[src/rtl/data_sync_hs_if.sv]
// data_sync_hs_if: source-side request/data and destination-side
// captured data, strobe, acknowledge and busy for one crossing.
interface data_sync_hs_if #(
   parameter int BUS_WIDTH = 8
);
   logic                 req_async;
   logic [BUS_WIDTH-1:0] unsync_bus;
   logic [BUS_WIDTH-1:0] sync_bus;
   logic                 enable_pulse;
   logic                 ack;
   logic                 busy;

   modport master (
      output req_async,
      output unsync_bus,
      input  sync_bus,
      input  enable_pulse,
      input  ack,
      input  busy
   );

   modport slave (
      input  req_async,
      input  unsync_bus,
      output sync_bus,
      output enable_pulse,
      output ack,
      output busy
   );
endinterface

[src/rtl/data_sync_hs.sv]
// data_sync_hs: destination side of a 4-phase req/ack crossing.
// Synchronizes req, captures the held source bus, strobes, returns ack.
module data_sync_hs #(
   parameter int BUS_WIDTH  = 8,
   parameter int NUM_STAGES = 2
) (
   input logic           clk,
   input logic           rst,
   data_sync_hs_if.slave bus
);
   typedef enum logic [1:0] {
      IDLE     = 2'd0,
      CAPTURE  = 2'd1,
      WAIT_LOW = 2'd2
   } state_t;

   if (NUM_STAGES < 2 || NUM_STAGES > 4) begin : g_bad_stages
      $error("data_sync_hs: NUM_STAGES must be in 2..4");
   end

   logic [NUM_STAGES-1:0] sync_q;
   logic                  req_sync;
   state_t                state_q;
   state_t                state_d;
   logic [BUS_WIDTH-1:0]  data_q;
   logic [BUS_WIDTH-1:0]  data_d;
   logic                  en_q;
   logic                  en_d;
   logic                  ack_q;
   logic                  ack_d;
   logic                  busy_q;
   logic                  busy_d;

   always_ff @(posedge clk or posedge rst) begin
      if (rst) begin
         sync_q <= '0;
      end else begin
         sync_q <= {sync_q[NUM_STAGES-2:0], bus.req_async};
      end
   end

   assign req_sync = sync_q[NUM_STAGES-1];

   always_ff @(posedge clk or posedge rst) begin
      if (rst) begin
         state_q <= IDLE;
         data_q  <= '0;
         en_q    <= 1'b0;
         ack_q   <= 1'b0;
         busy_q  <= 1'b0;
      end else begin
         state_q <= state_d;
         data_q  <= data_d;
         en_q    <= en_d;
         ack_q   <= ack_d;
         busy_q  <= busy_d;
      end
   end

   // The source bus is only looked at on the IDLE->CAPTURE edge
   always_comb begin
      state_d = state_q;
      data_d  = data_q;
      en_d    = 1'b0;
      ack_d   = ack_q;
      busy_d  = busy_q;
      unique case (state_q)
         IDLE: begin
            if (req_sync) begin
               state_d = CAPTURE;
               data_d  = bus.unsync_bus;
               en_d    = 1'b1;
               ack_d   = 1'b1;
               busy_d  = 1'b1;
            end
         end
         CAPTURE: begin
            state_d = WAIT_LOW;
         end
         WAIT_LOW: begin
            if (!req_sync) begin
               state_d = IDLE;
               ack_d   = 1'b0;
               busy_d  = 1'b0;
            end
         end
         default: begin
            state_d = IDLE;
            ack_d   = 1'b0;
            busy_d  = 1'b0;
         end
      endcase
   end

   assign bus.sync_bus     = data_q;
   assign bus.enable_pulse = en_q;
   assign bus.ack          = ack_q;
   assign bus.busy         = busy_q;
endmodule

[src/flat_wrapper.sv]
// flat-port wrapper written by rule: the top's interface ports become plain ports
module data_sync_hs_flat 
#(
   parameter int BUS_WIDTH  = 8,
   parameter int NUM_STAGES = 2
)
  (clk, rst, bus_req_async, bus_unsync_bus, bus_sync_bus, bus_enable_pulse, bus_ack, bus_busy);
  data_sync_hs_if #(.BUS_WIDTH(BUS_WIDTH)) bus_i ();
  input logic clk;
  input logic rst;
  input wire logic [$bits(bus_i.req_async)-1:0] bus_req_async;
  input wire logic [$bits(bus_i.unsync_bus)-1:0] bus_unsync_bus;
  output wire logic [$bits(bus_i.sync_bus)-1:0] bus_sync_bus;
  output wire logic [$bits(bus_i.enable_pulse)-1:0] bus_enable_pulse;
  output wire logic [$bits(bus_i.ack)-1:0] bus_ack;
  output wire logic [$bits(bus_i.busy)-1:0] bus_busy;
  assign bus_i.req_async = bus_req_async;
  assign bus_i.unsync_bus = bus_unsync_bus;
  assign bus_sync_bus = bus_i.sync_bus;
  assign bus_enable_pulse = bus_i.enable_pulse;
  assign bus_ack = bus_i.ack;
  assign bus_busy = bus_i.busy;
  data_sync_hs #(.BUS_WIDTH(BUS_WIDTH), .NUM_STAGES(NUM_STAGES)) u_core (.clk(clk), .rst(rst), .bus(bus_i));
endmodule
[config.mk]
export PLATFORM = sky130hd
export DESIGN_NAME = data_sync_hs_flat
export DESIGN_NICKNAME = d
export VERILOG_FILES = /design/src/rtl/data_sync_hs_if.sv /design/src/rtl/data_sync_hs.sv /design/src/flat_wrapper.sv
export SDC_FILE = /design/constraint.sdc
export NUM_CORES = 1
export LEC_CHECK = 0
export CORE_UTILIZATION = 39
export CTS_CLUSTER_SIZE = 20
export DETAILED_ROUTE_END_ITERATION = 8
export GPL_ROUTABILITY_DRIVEN = 0
export GPL_TIMING_DRIVEN = 0
export MAX_ROUTING_LAYER = met4
export PLACE_DENSITY = 0.75
export SETUP_SLACK_MARGIN = 0.15
export SLEW_MARGIN = 25
export SYNTH_ARGS = -nofsm -noshare
export SYNTH_HDL_FRONTEND = slang
export SYNTH_SLANG_ARGS = --single-unit
export TNS_END_PERCENT = 1
[constraint.sdc]
create_clock -name clk -period 1.3 [get_ports clk]
set_input_delay 0.195 -clock clk [delete_from_list [all_inputs] [get_ports clk]]
set_output_delay 0.195 -clock clk [all_outputs]
set_load 0.05 [all_outputs]
==> flow_metrics.tcl <==
set metrics [dict create \
    max-vdd-ir-drop_mv 1.59 \
    synth_cell_types 9 \
    avgRoutedWirePerCell_um 14.4 \
    critical_path_class "register to register" \
    layout_common_cells "14 x dfrtp_1, 10 x clkdlybuf4s50_1, 8 x mux2_4, 8 x buf_2, 5 x clkbuf_4" \
    avgSynthCellArea_um2 16.6 \
    required_ps 1460 \
    hold_path.class "input port to async pin" \
    drive_gt1_share_pct 51.7 \
    worstSetupEndpointType "register" \
    cp_slowest_cell "dfrtp_1" \
    arrival_ps 1410 \
    final-hold-violation-count 0 \
    layout.cells.non_filler 74 \
    nets 72 \
    setup_viol_count_final 0 \
    fin_crit_sh_pct 95.7 \
    htreeDepth 1 \
    clockBufferDepth 2 \
    path_buf_inv 1 \
    outcome "complete, no violations" \
    dr.pass1.iters 2 \
    p_leak_nw 0.391 \
    syn_inst 31 \
    grt_max_degree 15 \
    drt-initial-drc-count 6 \
    viasPerCell 4.57 \
    rsz0062_at_grt "yes" \
    cts_root_buf "clkbuf_4" \
    layout_commonest_cell "dfrtp_1" \
    holdWs_ps 243 \
    r2r_slack_ps 60 \
    dieArea_um2 1470 \
    pwr_density_cell_nw_per_um2 2980 \
    path_clk_slew_ps 80 \
    postRouteAntennaNets 0 \
    netlist_area_um2 514 \
    chipHeight_um 38.3 \
    routed_wl_um 1070 \
    drv_slew 0 \
    top_level_ports 22 \
    die_w_um 38.3 \
    antenna_found_initial 0 \
    cts_sinks 14 \
    path_cells "nor3b_2, buf_4, mux2_4" \
    min_period_ps 1240 \
    max_freq_mhz 804 \
    worst_slew_pin_slew_ps 510 \
    num_vias 338 \
    initial_core_util_pct 43.9 \
    clk-insertion-delay-late_ps 270 \
    port_buffers 21 \
    max-slew-margin-rel_pct 66.0 \
    critPathTopFamily "flip-flops" \
    numCtsBuffers 3 \
    core_um2 1170 \
    skew_ps 0.375 \
    ys_ff_latch 14 \
    hold_buffers 0 \
    grt_pass1_vias 383 \
    place_inst 66 \
    synth_nets 42 \
    critical_path.max_fanout 4 \
    cts_tree "built" \
    maxCapViolCount 0 \
    fp-row-count 12 \
    diodes 0 \
    worstSetupStartpointType "register" \
    drcViolationCount 0 \
    finalPower_w 0.00239 \
    grt_pass1_wl_um 1770 \
    yosysWarnings 0 \
    max_stage_delay_ps 390 \
    syn2layout_area_growth_pct 56.0 \
    overflow 0 \
    ys_seq_area_share_pct 68.1 \
    gr-usage-all-layers_pct 19.8 \
]
cells by family after synthesis:
group	after synthesis	synth area share (%)
multiplexers	9	19.7
adder cells (fa/ha/maj)	1	1.95
AND/OR/NAND/NOR	3	5.11
buffers and inverters	4	5.11
flip-flops	14	68.1
metal layers:
layer  vias to the layer above  GRT usage (%)  part of all wire [%]
met2                        16           31.4                    51
li1                        160              -                     -
met3                         0           1.74                   6.7
met1                       162           25.3                    42
met4                         0           10.7                     0
met5                         -              -                     0
Yosys cell counts:
master | number | share of area (%)
nor3b_1 | 1 | 1.5
buf_6 | 1 | 2.2
inv_1 | 2 | 1.5
nor2b_1 | 1 | 1.2
nor3b_2 | 1 | 2.4
mux2_2 | 9 | 20
dfrtp_1 | 14 | 68
maj3_1 | 1 | 1.9
buf_4 | 1 | 1.5
path summary, 6_finish.rpt:
| kind | end | cells past startpoint | from |
|---|---|---|---|
| worst max-delay path | u_core.bus.sync_bus[7] | 3 | u_core.state_q[1] |
| worst min-delay path | u_core.bus.ack | 2 | rst |
| worst max register to register | u_core.bus.sync_bus[7] | 3 | u_core.state_q[1] |
| worst min register to register | u_core.sync_q[1] | 0 | u_core.sync_q[0] |
| max in group asynchronous | u_core.bus.sync_bus[5] | 2 | rst |
| min in group clk | u_core.sync_q[0] | 1 | bus_req_async |
sequential cells by signal, summed over array words and instances (netlist names):
signal / cells
u_core.bus.sync_bus: 8
u_core.bus.ack: 1
u_core.sync_q: 2
u_core.state_q: 2
u_core.bus.enable_pulse: 1
where the power goes:
| group | internal (W) | switching (W) |
|---|---|---|
| registers | 0.000616 | 0.000103 |
| logic | 0.000526 | 0.000838 |
| clock network | 0.000170 | 0.000134 |
final cells by class:
cell class | instances | area [µm²]
buffer | 2 | 22.5
clock buffer | 4 | 36.3
fill | 95 | 369
inverter | 2 | 7.51
multi-input combinational | 13 | 168
sequential | 14 | 350
tap | 14 | 17.5
timing repair buffer | 25 | 200
worst reg2reg max path: cells and delay by family, from the launching register on:
family | cells | cell delay, ps
buffers and inverters | 1 | 190
AND/OR/NAND/NOR | 1 | 250
flip-flops | 1 | 390
multiplexers | 1 | 300
what timing repair did:
action	CTS	global route
resized for setup	46	24
gates cloned	1	0
pin swaps	1	0
endpoints found under the hold margin	0	0
setup buffers	3	0
endpoints found under the setup margin	19	19
stage by stage:
step                instance area, µm²  setup TNS (ps)  worst slack, ps  util, %
floorplan                          514               0              131        -
global placement                   742            -281             -131     63.4
detailed placement                 742            -445             -151     63.4
CTS                                840               0             53.1     71.7
global route                       802           -65.1            -21.8     68.5
finish                             802               0             56.4     68.5
(Power assumes the default switching activity.)
